File: config.mk
export PLATFORM = sky130hd
export DESIGN_NAME = result_uart_tx
export DESIGN_NICKNAME = d
export VERILOG_FILES = /design/src/rtl/result_uart_tx.sv
export SDC_FILE = /design/constraint.sdc
export NUM_CORES = 1
export LEC_CHECK = 0
export BUFFER_PORTS_ARGS = -buffer_cell sky130_fd_sc_hd__buf_2
export CAP_MARGIN = 20
export CORE_MARGIN = 3
export CORE_UTILIZATION = 50
export CTS_CLUSTER_DIAMETER = 120
export DETAILED_ROUTE_END_ITERATION = 6
export PLACE_DENSITY_LB_ADDON = 0.05
export REMOVE_ABC_BUFFERS = 1
export SLEW_MARGIN = 25
export SYNTH_ARGS = -nofsm -noshare
export SYNTH_HDL_FRONTEND = slang
export SYNTH_SLANG_ARGS = --single-unit
File: constraint.sdc
create_clock -name i_clk -period 5.9 [get_ports i_clk]
set_clock_uncertainty 0.1 [all_clocks]
set_input_delay 0.295 -clock i_clk [delete_from_list [all_inputs] [get_ports i_clk]]
set_output_delay 0.295 -clock i_clk [all_outputs]
set_load 0.01 [all_outputs]
File: src/rtl/result_uart_tx.sv
// Result interface to UART: queues letter bytes, latches finished words, and
// serialises them 8N1 (letters raw, words framed as 0x02, bytes, 0x03).
module result_uart_tx #(
  parameter int CLKS_PER_BIT = 434,
  parameter int FIFO_DEPTH   = 16
) (
  input  logic                           i_clk,
  input  logic                           i_rst_n,
  input  logic                           i_letter_valid,
  input  logic [7:0]                     i_letter,
  input  logic                           i_finished,
  input  logic [119:0]                   i_word,
  input  logic [3:0]                     i_length,
  output logic                           o_tx,
  output logic                           o_busy,
  output logic                           o_drop,
  output logic [$clog2(FIFO_DEPTH):0]    o_fifo_count
);

  localparam int AW = $clog2(FIFO_DEPTH);
  localparam int CW = $clog2(FIFO_DEPTH) + 1;
  localparam int BW = $clog2(CLKS_PER_BIT);

  typedef enum logic [1:0] {IDLE, START, DATA, STOP} state_t;

  state_t          state;
  state_t          state_n;

  logic [7:0]      mem [FIFO_DEPTH];
  logic [AW-1:0]   wr_ptr;
  logic [AW-1:0]   rd_ptr;
  logic [CW-1:0]   count;
  logic            full;
  logic            push;
  logic            pop;
  logic            letter_drop;

  logic            finished_q;
  logic            rise;
  logic            pending;
  logic            word_drop;
  logic [119:0]    word_q;
  logic [3:0]      len_q;
  logic [4:0]      widx;
  logic [4:0]      last_idx;
  logic [3:0]      byte_sel;
  logic [7:0]      word_byte;
  logic            cur_word;
  logic            word_done;

  logic [7:0]      shreg;
  logic [BW-1:0]   baud;
  logic [2:0]      bitcnt;
  logic            baud_end;
  logic            load_word;

  assign full        = (count == CW'(FIFO_DEPTH));
  assign push        = i_letter_valid && !full;
  assign letter_drop = i_letter_valid && full;
  assign rise        = i_finished && !finished_q;
  assign word_drop   = rise && pending;
  assign baud_end    = (baud == BW'(CLKS_PER_BIT - 1));
  assign last_idx    = {1'b0, len_q} + 5'd1;
  assign word_done   = (state == STOP) && baud_end && cur_word && (widx == last_idx);

  // Letter FIFO: a full FIFO rejects the push even if a pop happens on the same edge.
  always_ff @(posedge i_clk or posedge i_rst_n) begin
    if (i_rst_n) begin
      wr_ptr <= '0;
      rd_ptr <= '0;
      count  <= '0;
    end else begin
      if (push) wr_ptr <= wr_ptr + AW'(1);
      if (pop)  rd_ptr <= rd_ptr + AW'(1);
      case ({push, pop})
        2'b10:   count <= count + CW'(1);
        2'b01:   count <= count - CW'(1);
        default: count <= count;
      endcase
    end
  end

  always_ff @(posedge i_clk) begin
    if (push) mem[wr_ptr] <= i_letter;
  end

  // Word capture on the rising edge of i_finished; pending holds until 0x03 has left.
  always_ff @(posedge i_clk or posedge i_rst_n) begin
    if (i_rst_n) begin
      finished_q <= 1'b0;
      pending    <= 1'b0;
      word_q     <= '0;
      len_q      <= '0;
      o_drop     <= 1'b0;
    end else begin
      finished_q <= i_finished;
      o_drop     <= letter_drop || word_drop;
      if (rise && !pending) begin
        word_q  <= i_word;
        len_q   <= i_length;
        pending <= 1'b1;
      end else if (word_done) begin
        pending <= 1'b0;
      end
    end
  end

  always_comb begin
    byte_sel = widx[3:0] - 4'd1;
    if (widx == 5'd0)          word_byte = 8'h02;
    else if (widx == last_idx) word_byte = 8'h03;
    else                       word_byte = word_q[{byte_sel, 3'b000} +: 8];
  end

  always_comb begin
    state_n   = state;
    load_word = 1'b0;
    pop       = 1'b0;
    case (state)
      IDLE: begin
        if (pending) begin
          load_word = 1'b1;
          state_n   = START;
        end else if (count != '0) begin
          pop     = 1'b1;
          state_n = START;
        end
      end
      START:   if (baud_end) state_n = DATA;
      DATA:    if (baud_end && bitcnt == 3'd7) state_n = STOP;
      STOP:    if (baud_end) state_n = IDLE;
      default: state_n = IDLE;
    endcase
  end

  always_ff @(posedge i_clk or posedge i_rst_n) begin
    if (i_rst_n) begin
      state    <= IDLE;
      baud     <= '0;
      bitcnt   <= '0;
      shreg    <= '0;
      widx     <= '0;
      cur_word <= 1'b0;
    end else begin
      state <= state_n;
      if (state_n != state || baud_end) baud <= '0;
      else                              baud <= baud + BW'(1);
      if (load_word)                   shreg <= word_byte;
      else if (pop)                    shreg <= mem[rd_ptr];
      else if (state == DATA && baud_end) shreg <= {1'b0, shreg[7:1]};
      if (state == DATA && baud_end) bitcnt <= bitcnt + 3'd1;
      if (state == IDLE && state_n == START) cur_word <= load_word;
      if (state == STOP && baud_end && cur_word) begin
        if (widx == last_idx) widx <= '0;
        else                  widx <= widx + 5'd1;
      end
    end
  end

  always_comb begin
    o_tx = 1'b1;
    case (state)
      START:   o_tx = 1'b0;
      DATA:    o_tx = shreg[0];
      default: o_tx = 1'b1;
    endcase
  end

  assign o_busy       = (count != '0) || pending || (state != IDLE);
  assign o_fifo_count = count;

endmodule

## Word-level counts from Yosys, hierarchy flattened

Memories as Yosys holds them, arrays and structs flattened.
Index checks and enable logic that the tools add are counted.

- Output and inout port bits: 8
- Memory bits (writable): 128
- Memories: 1
- Input bits: 136
- Bits in registers: 168

- Eq/ne operators: 11
- $add $sub $neg: 9
- Reduce and logical (&&, ||, !) cells: 25
- Shifts and indexed selects: 1
- Multiplexer cells: 24

Memories:

| name | words | bits a word | rd ports | clocked after memory_dff | wr ports | line | text |
|---|---|---|---|---|---|---|---|
| mem | 16 | 8 | 1 | 0 | 1 | 29 | `logic [7:0] mem [FIFO_DEPTH];` |

Operators by type and width:

| cell | count |
|---|---|
| $shiftx A120 B8 Y8 | 1 |
| $mux W8 | 5 |
| $logic_and A1 B1 Y1 | 11 |
| $add A5 B1 Y5 const B | 2 |
| $mux W2 | 5 |
| $pmux W5 S2 | 1 |
| $add A9 B1 Y9 const B | 1 |
| $eq A9 B9 Y1 const B | 1 |
| $mux W1 | 9 |
| $mux W9 | 1 |
| $add A4 B1 Y4 const B | 2 |
| $pmux W2 S4 | 1 |
| $eq A2 B1 Y1 const B | 3 |
| $eq A2 B2 Y1 const B | 3 |
| $reduce_bool A2 Y1 | 3 |
| $add A4 B1 Y5 const B | 1 |
| $eq A5 B5 Y1 | 1 |
| $eq A5 B5 Y1 const B | 1 |
| $logic_not A5 Y1 | 1 |
| $mux W5 | 1 |
| $reduce_bool A5 Y1 | 1 |
| $sub A5 B1 Y5 const B | 1 |
| $logic_or A1 B1 Y1 | 4 |
| $sub A4 B1 Y4 const B | 1 |
| other kinds (7) | 9 |

## Logic depth before layout (Yosys ltp)

Gate-level depths: netlist (run 1).

- Word-level depth: 7
- Depth in mapped cells: 12
- Gate-level depth less buffers: 11

## Worst setup path before layout (run 1)

Ideal clock, no wire load.

- Path kind: flip-flop to flip-flop
- Start: register count[0], in the netlist o_fifo_count[0]
- End: register count[4], in the netlist o_fifo_count[4]
- Stages on the path, launching flop included: 12
- Buffers on the path: 1
- Slack: 3,026 ps
- Library setup time: 80 ps
- Arrival time: 2,694 ps
- Clock period less this slack: 2,874 ps
- Cell sequence: dfrtp_1 -> or4_4 -> o21ai_1 -> buf_2 -> inv_1 -> ha_1 -> ha_1 -> nor2b_1 -> o21ai_0 -> a21oi_1 -> nor3_1 -> xnor2_1

- Longest elaborated chain between the ends: 6

RTL lines:

| what | line | text |
|---|---|---|
| from (decl) | 32 | `logic [CW-1:0] count;` |
| from (signal assigned) | 76 | `2'b10: count <= count + CW'(1);` |
| from (signal assigned) | 77 | `2'b01: count <= count - CW'(1);` |
| from (signal assigned) | 78 | `default: count <= count;` |
| $reduce_bool A5 Y1 (*) | 124 | `end else if (count != '0) begin` |
| $mux W1 (*) | 124 |  |
| $mux W1 (*) | 121 | `if (pending) begin` |
| $mux W1 (*) | 119 | `case (state)` |
| named net pop | 35 | `logic pop;` |
| $eq A2 B1 Y1 / $eq A2 B2 Y1 (equally long branches) | 75 | `case ({push, pop})` |
| $pmux W5 S2 / $reduce_bool A2 Y1 (equally long branches) | - |  |

Mark *: on every way through the listed nets, which the timed path passes. The rest lies on a longest branch.
A chain may end at the register's enable or synchronous reset.

## Final worst setup path (run 1)

Same ends and word-level chain as after synthesis.

==> results_dict.tcl, run 1 <==
set metrics [dict create \
    outcome "complete, no violations" \
    grt_pass1_wl_um 49200 \
    synth.yosys.seq_area_share 0.619 \
    final_nets 1268 \
    io_buffers 143 \
    slowest_stage "o21ai_1" \
    synth_compound_area_frac 0.0423 \
    hold_path_class "in -> reg" \
    cp.arrival_ns 3.85 \
    grt_start_max_net_pins 124 \
    seq_area_um2 8050 \
    leakage_nw 6.66 \
    cts_tree "built" \
    totalPowerFinal_mw 5.02 \
    max_cap_viol_count 0 \
    synth_cells 842 \
    ys_ff_latch 296 \
    drc_errors 0 \
    avgSynthCellArea_um2 15.5 \
    grt.total_usage 0.223 \
    drive_gt1_frac 0.351 \
    grt_pass1_vias 9002 \
    synth_edf_count 128 \
    max_freq_mhz 283 \
    synth-async-reset-ratio 0.568 \
    path_cells "or4_4 -> o21ai_1 -> inv_1 -> ha_1 -> ha_1 -> nor2b_1 -> o21ai_0 -> a21oi_1 -> nor3_1 -> xnor2_1" \
    antenna_found_initial 0 \
    floorplan.die.height_um 167 \
    setup_viol_count_final 0 \
    place_area_um2 14000 \
    cp-end-kind "register" \
    numCtsBuffers 34 \
    power_density_nw_per_um2 306 \
    synthAdderAreaFrac 0.0179 \
    gp_congestion 0.787 \
    hold_violations 0 \
    hpwl_um 20400 \
    boundaryPins 144 \
    worst_slew_pin_slew_ns 1.05 \
    path_buf_inv 1 \
    cp_common_cell "ha_1" \
    wl_um 31200 \
    dieArea_um2 28000 \
    h-tree-depth 2 \
    design_area_um2 16400 \
    max-clock-path-buffers 3 \
    synth_top_family_by_area "multiplexers" \
    vias 8168 \
    syn2layout_area_growth_pct 26.2 \
    synth_xor_area_frac 0.0213 \
    drtIter0Drc 624 \
    slew_viol_final 0 \
    ys_warn_count 0 \
    diodes 0 \
    crit_path_max_fanout 11 \
    peakVddDrop_uv 266 \
    fillCellCount 1816 \
    clk_pin_slew_ns 0.06 \
    wl_per_cell_um 21.2 \
    die_w_um 167 \
    first_pass_iters 5 \
    critPathMaxStageDelay_ns 0.61 \
    drtAntennaViolNets 0 \
    slew_headroom 0.295 \
    synthMuxAreaShare 0.224 \
    synthSimpleGateAreaFrac 0.0535 \
    critical_path.top_delay_family "simple AND/OR/NAND/NOR gates" \
    drt-vias-per-instance 5.57 \
    finalCritPeriodShare 0.599 \
    root_buffer "clkbuf_16" \
    post-cts-setup-buffers 0 \
    fin_util 0.646 \
    layout_commonest_cell "dfrtp_1" \
    fin_crit_ns 3.53 \
    synthFlopType "dfrtp_1" \
    cts_resized 0 \
    final_cell_mix "dfrtp_1 (166), buf_2 (143), mux2_2 (142)" \
    start_kind "register" \
    fin_setup_tns_ns 0 \
    clock-sinks 296 \
    grt-ovfl-total 0 \
    clk-insertion-delay-late_ns 0.50 \
    core_area_um2 25400 \
    worstSetupPathType "reg -> reg" \
    start_util 0.512 \
    yosysUniqueCellTypes 57 \
    crit_required_ns 6.22 \
    multi_input_area_um2 4680 \
    rsz0062_at_grt "no" \
    fp-row-count 58 \
    syn_area_um2 13000 \
]
power breakdown:
part	internal [mW]	switching (mW)
sequential	2.32	0.103
combinational	0.238	0.257
clock	1.31	0.791
through the flow:
step	hold slack, ns	instances	setup WS, ns
6_report	0.0882	1467	2.37
5_1_grt	0.0862	1467	2.08
4_1_cts	0.0760	1467	2.37
3_5_place_dp	0.337	1281	2.38
3_3_place_gp	0.327	1281	2.49
2_1_floorplan	0.226	797	-4.86
flip-flops by register name, summed over array words and instances (netlist names):
| signal | flops |
|---|---|
| rd_ptr | 4 |
| shreg | 8 |
| pending | 1 |
| state | 2 |
| mem | 128 |
| cur_word | 1 |
| o_fifo_count | 5 |
| bitcnt | 3 |
| word_q | 120 |
| widx | 5 |
| len_q | 4 |
| o_drop | 1 |
| wr_ptr | 4 |
| baud | 9 |
| finished_q | 1 |
kinds of logic after synthesis:
family,Yosys count
compound gates,79
xor+xnor,29
fa+ha+maj,18
buf+inv,64
flops,296
mux,213
simple gates,143
cell type report:
cell class | instances | share of cell area
clock buffers | 45 | 0.0582
repair buffers | 281 | 0.126
clock inverters | 14 | 0.0102
inverters | 19 | 0.00480
multi-input cells | 482 | 0.285
well taps | 330 | 0.0252
flip-flops and latches | 296 | 0.490
cells in the mapped netlist, types with 3 or more instances:
| master | number | area (um^2) |
|---|---|---|
| xnor2_1 | 18 | 158 |
| a21oi_1 | 8 | 40.0 |
| a221oi_1 | 5 | 43.8 |
| nor2b_1 | 3 | 18.8 |
| dfrtp_1 | 168 | 4200 |
| mux2_2 | 142 | 1600 |
| nand2_1 | 46 | 173 |
| a211oi_1 | 7 | 52.6 |
| o21ai_0 | 14 | 70.1 |
| o211ai_1 | 9 | 67.6 |
| nor3_1 | 12 | 60.1 |
| xor2_1 | 9 | 78.8 |
| nand4_1 | 3 | 18.8 |
| clkbuf_1 | 17 | 63.8 |
| a22o_1 | 3 | 26.3 |
| mux4_2 | 44 | 991 |
| buf_2 | 16 | 80.1 |
| a22oi_1 | 4 | 30.0 |
| buf_6 | 3 | 33.8 |
| ha_1 | 17 | 213 |
| and3_1 | 4 | 25.0 |
| buf_4 | 4 | 30.0 |
| nor2_1 | 37 | 139 |
| o22ai_1 | 7 | 43.8 |
| mux2i_1 | 24 | 240 |
| a221o_1 | 5 | 50.1 |
| nand2b_1 | 8 | 50.1 |
| nand3_1 | 16 | 80.1 |
| inv_1 | 18 | 67.6 |
| buf_1 | 5 | 18.8 |
| edfxtp_1 | 128 | 3840 |
| mux4_1 | 3 | 78.8 |
| a31oi_1 | 5 | 31.3 |
timing repair:
item	in CTS	in global routing
hold buffers	127	0
hold endpoints to repair	248	0
setup endpoints to repair	0	0
routing by layer:
metal / global-route usage / part of all wire / vias up
met5: 0 / 0 / -
met4: 0.0598 / 0.023 / 0
met3: 0.0368 / 0.050 / 56
met2: 0.390 / 0.51 / 255
met1: 0.292 / 0.42 / 4136
li1: - / - / 3721
final timing paths:
check	slack, ns	startpoint	endpoint	cells past startpoint
max in group asynchronous	4.13	i_rst_n	widx[2]	4
hold / removal	0.09	i_letter[7]	mem[3][7]	1
hold reg to reg	0.37	bitcnt[0]	bitcnt[0]	1
setup reg to reg	2.37	o_fifo_count[0]	o_fifo_count[4]	10
min in group asynchronous	0.46	i_rst_n	word_q[68]	3
setup / recovery	2.37	o_fifo_count[0]	o_fifo_count[4]	10
Note: power is estimated with default switching activity, not from simulation.
==> inputs of run 2 (changes only) <==
Clock period 5.9 ns to 3.3 ns, I/O delays scaled along.
==> run 2 against run 1 <==
  * Register-to-register slack lost 2.0 ns
  * Final area grew 0.66%
  * Highest routed layer unchanged
  * Combinational power grew 84%
  * Routed wire length shrank 0.78%
  * Cell count grew 1.6%
  * Power grew 71%
==> results_dict.tcl, run 2 (same netlist as run 1, synthesis figures left out) <==
set metrics [dict create \
    outcome "complete, no violations" \
    critPathMaxStageDelay_ns 0.45 \
    final_cells 1490 \
    layout_commonest_cell "dfrtp_1" \
    clk-insertion-delay-late_ns 0.56 \
    totalPowerFinal_mw 8.57 \
    r2r_cells 11 \
    wl_um 30900 \
    hpwl_um 20200 \
    largest_register_ffs 128 \
    cp-end-kind "register" \
    drive_gt1_frac 0.358 \
    worstSetupPathType "reg -> reg" \
    peakVddDrop_uv 377 \
    cp-startpoint "o_fifo_count[0]" \
    fp-row-count 58 \
    grt_pass1_vias 9113 \
    dp_slack_ns 0.348 \
    antenna_found_initial 0 \
    vias 8196 \
    dieArea_um2 28000 \
    drt-vias-per-instance 5.50 \
    max_cap_viol_count 0 \
    timing.final.ws_setup_ns 0.321 \
    finalCritPeriodShare 0.903 \
    start_kind "register" \
    slew_viol_final 0 \
    start_util 0.512 \
    gp_congestion 0.804 \
    crit_path_max_fanout 9 \
    grt.total_usage 0.223 \
    setup_viol_count_final 0 \
    grt_pass1_wl_um 49700 \
    floorplan.die.height_um 167 \
    power_density_nw_per_um2 519 \
    drtAntennaViolNets 0 \
    crit_required_ns 3.68 \
    clock-sinks 296 \
    final_cell_mix "dfrtp_1 (167), buf_2 (143), mux2_2 (142)" \
    grt-ovfl-total 0 \
    fin_crit_ns 2.98 \
    final_nets 1289 \
    rr_startpoint "o_fifo_count[0]" \
    clk_pin_slew_ns 0.06 \
    syn2layout_area_growth_pct 27.0 \
    cp.arrival_ns 3.36 \
    cp_common_cell "inv_1" \
    cts_tree "built" \
    slowest_stage "dfrtp_1" \
    drc_errors 0 \
    max_freq_mhz 336 \
    h-tree-depth 1 \
    crit_end "o_fifo_count[4]" \
    diodes 0 \
    die_w_um 167 \
    drtIter0Drc 492 \
    leakage_nw 6.72 \
    first_pass_iters 5 \
    boundaryPins 144 \
    place_area_um2 14200 \
    hold_path_class "in -> async" \
    core_area_um2 25400 \
    io_buffers 143 \
    worst_slew_pin_slew_ns 0.999 \
    fin_setup_tns_ns 0 \
    post-cts-setup-buffers 0 \
    design_area_um2 16500 \
    numCtsBuffers 31 \
    root_buffer "clkbuf_16" \
    wl_per_cell_um 20.8 \
    rsz0062_at_grt "no" \
    top_regs "mem (128), word_q (120), baud (9)" \
    max-clock-path-buffers 3 \
    r2r_slack_ns 0.32 \
    hold_violations 0 \
    path_cells "nor4_1 -> a21boi_1 -> inv_1 -> ha_1 -> inv_1 -> fa_1 -> nor2b_1 -> o21ai_0 -> and3_1 -> nor3_1 -> xnor2_1" \
    placedCellCount 1297 \
    slew_headroom 0.328 \
    grt_start_max_net_pins 126 \
    rr_endpoint "o_fifo_count[4]" \
    largest-register "mem" \
]
run 2: layout make-up:
cell class	count	area (um^2)
multi-input cells	482	4670
well taps	330	413
flip-flops and latches	296	8050
clock inverters	15	114
clock buffers	43	881
fillers	1792	8880
inverters	19	76.3
repair buffers	305	2320
run 2: timing repair:
item / in CTS / in global routing
hold buffers: 135 / 0
resized for setup: 0 / 0
setup endpoints to repair: 0 / 0
endpoints found under the hold margin: 318 / 0
run 2: where the power goes:
group / switching (mW) / internal [mW] / leakage [nW]
Clock: 1.40 / 1.94 / 0.490
Combinational: 0.462 / 0.450 / 2.92
Sequential: 0.167 / 4.14 / 3.31
Total: 2.03 / 6.53 / 6.72
run 2: routing by layer:
metal | wire length [um] | up-vias | share of wire | track usage
met2 | 16200 | 186 | 0.52 | 0.408
li1 | - | 3769 | - | -
met1 | 12900 | 4186 | 0.42 | 0.288
met4 | 699 | 0 | 0.023 | 0.0494
met5 | 0 | - | 0 | 0
met3 | 1100 | 55 | 0.036 | 0.0271
run 2: how the worst min path moves through the flow:
stage | start | endpoint | depth (start not counted) | slack [ns]
after CTS | i_finished | finished_q | 2 | 0.17
after detailed placement | i_rst_n | word_q[92] | 2 | 0.19
after global routing | i_finished | finished_q | 2 | 0.18
final | i_rst_n | word_q[92] | 3 | 0.15
after global placement | i_rst_n | word_q[74] | 2 | 0.18
after floorplan | i_finished | finished_q | 0 | 0.1
run 2: metrics by stage:
stage | utilization | hold WS, ns
after floorplan | - | 0.0964
after global routing | 0.650 | 0.183
after global placement | 0.558 | 0.178
after detailed placement | 0.558 | 0.195
after CTS | 0.650 | 0.169
final | 0.650 | 0.153
run 2: critical path, delay by kind of cell (launching register included):
family                   cells  cell delay, ns
buffers and inverters        2            0.22
AO/OA/AOI/OAI                2            0.42
XOR/XNOR                     1            0.15
flip-flops                   1            0.45
AND/OR/NAND/NOR              4            0.94
adder cells (fa/ha/maj)      2            0.64
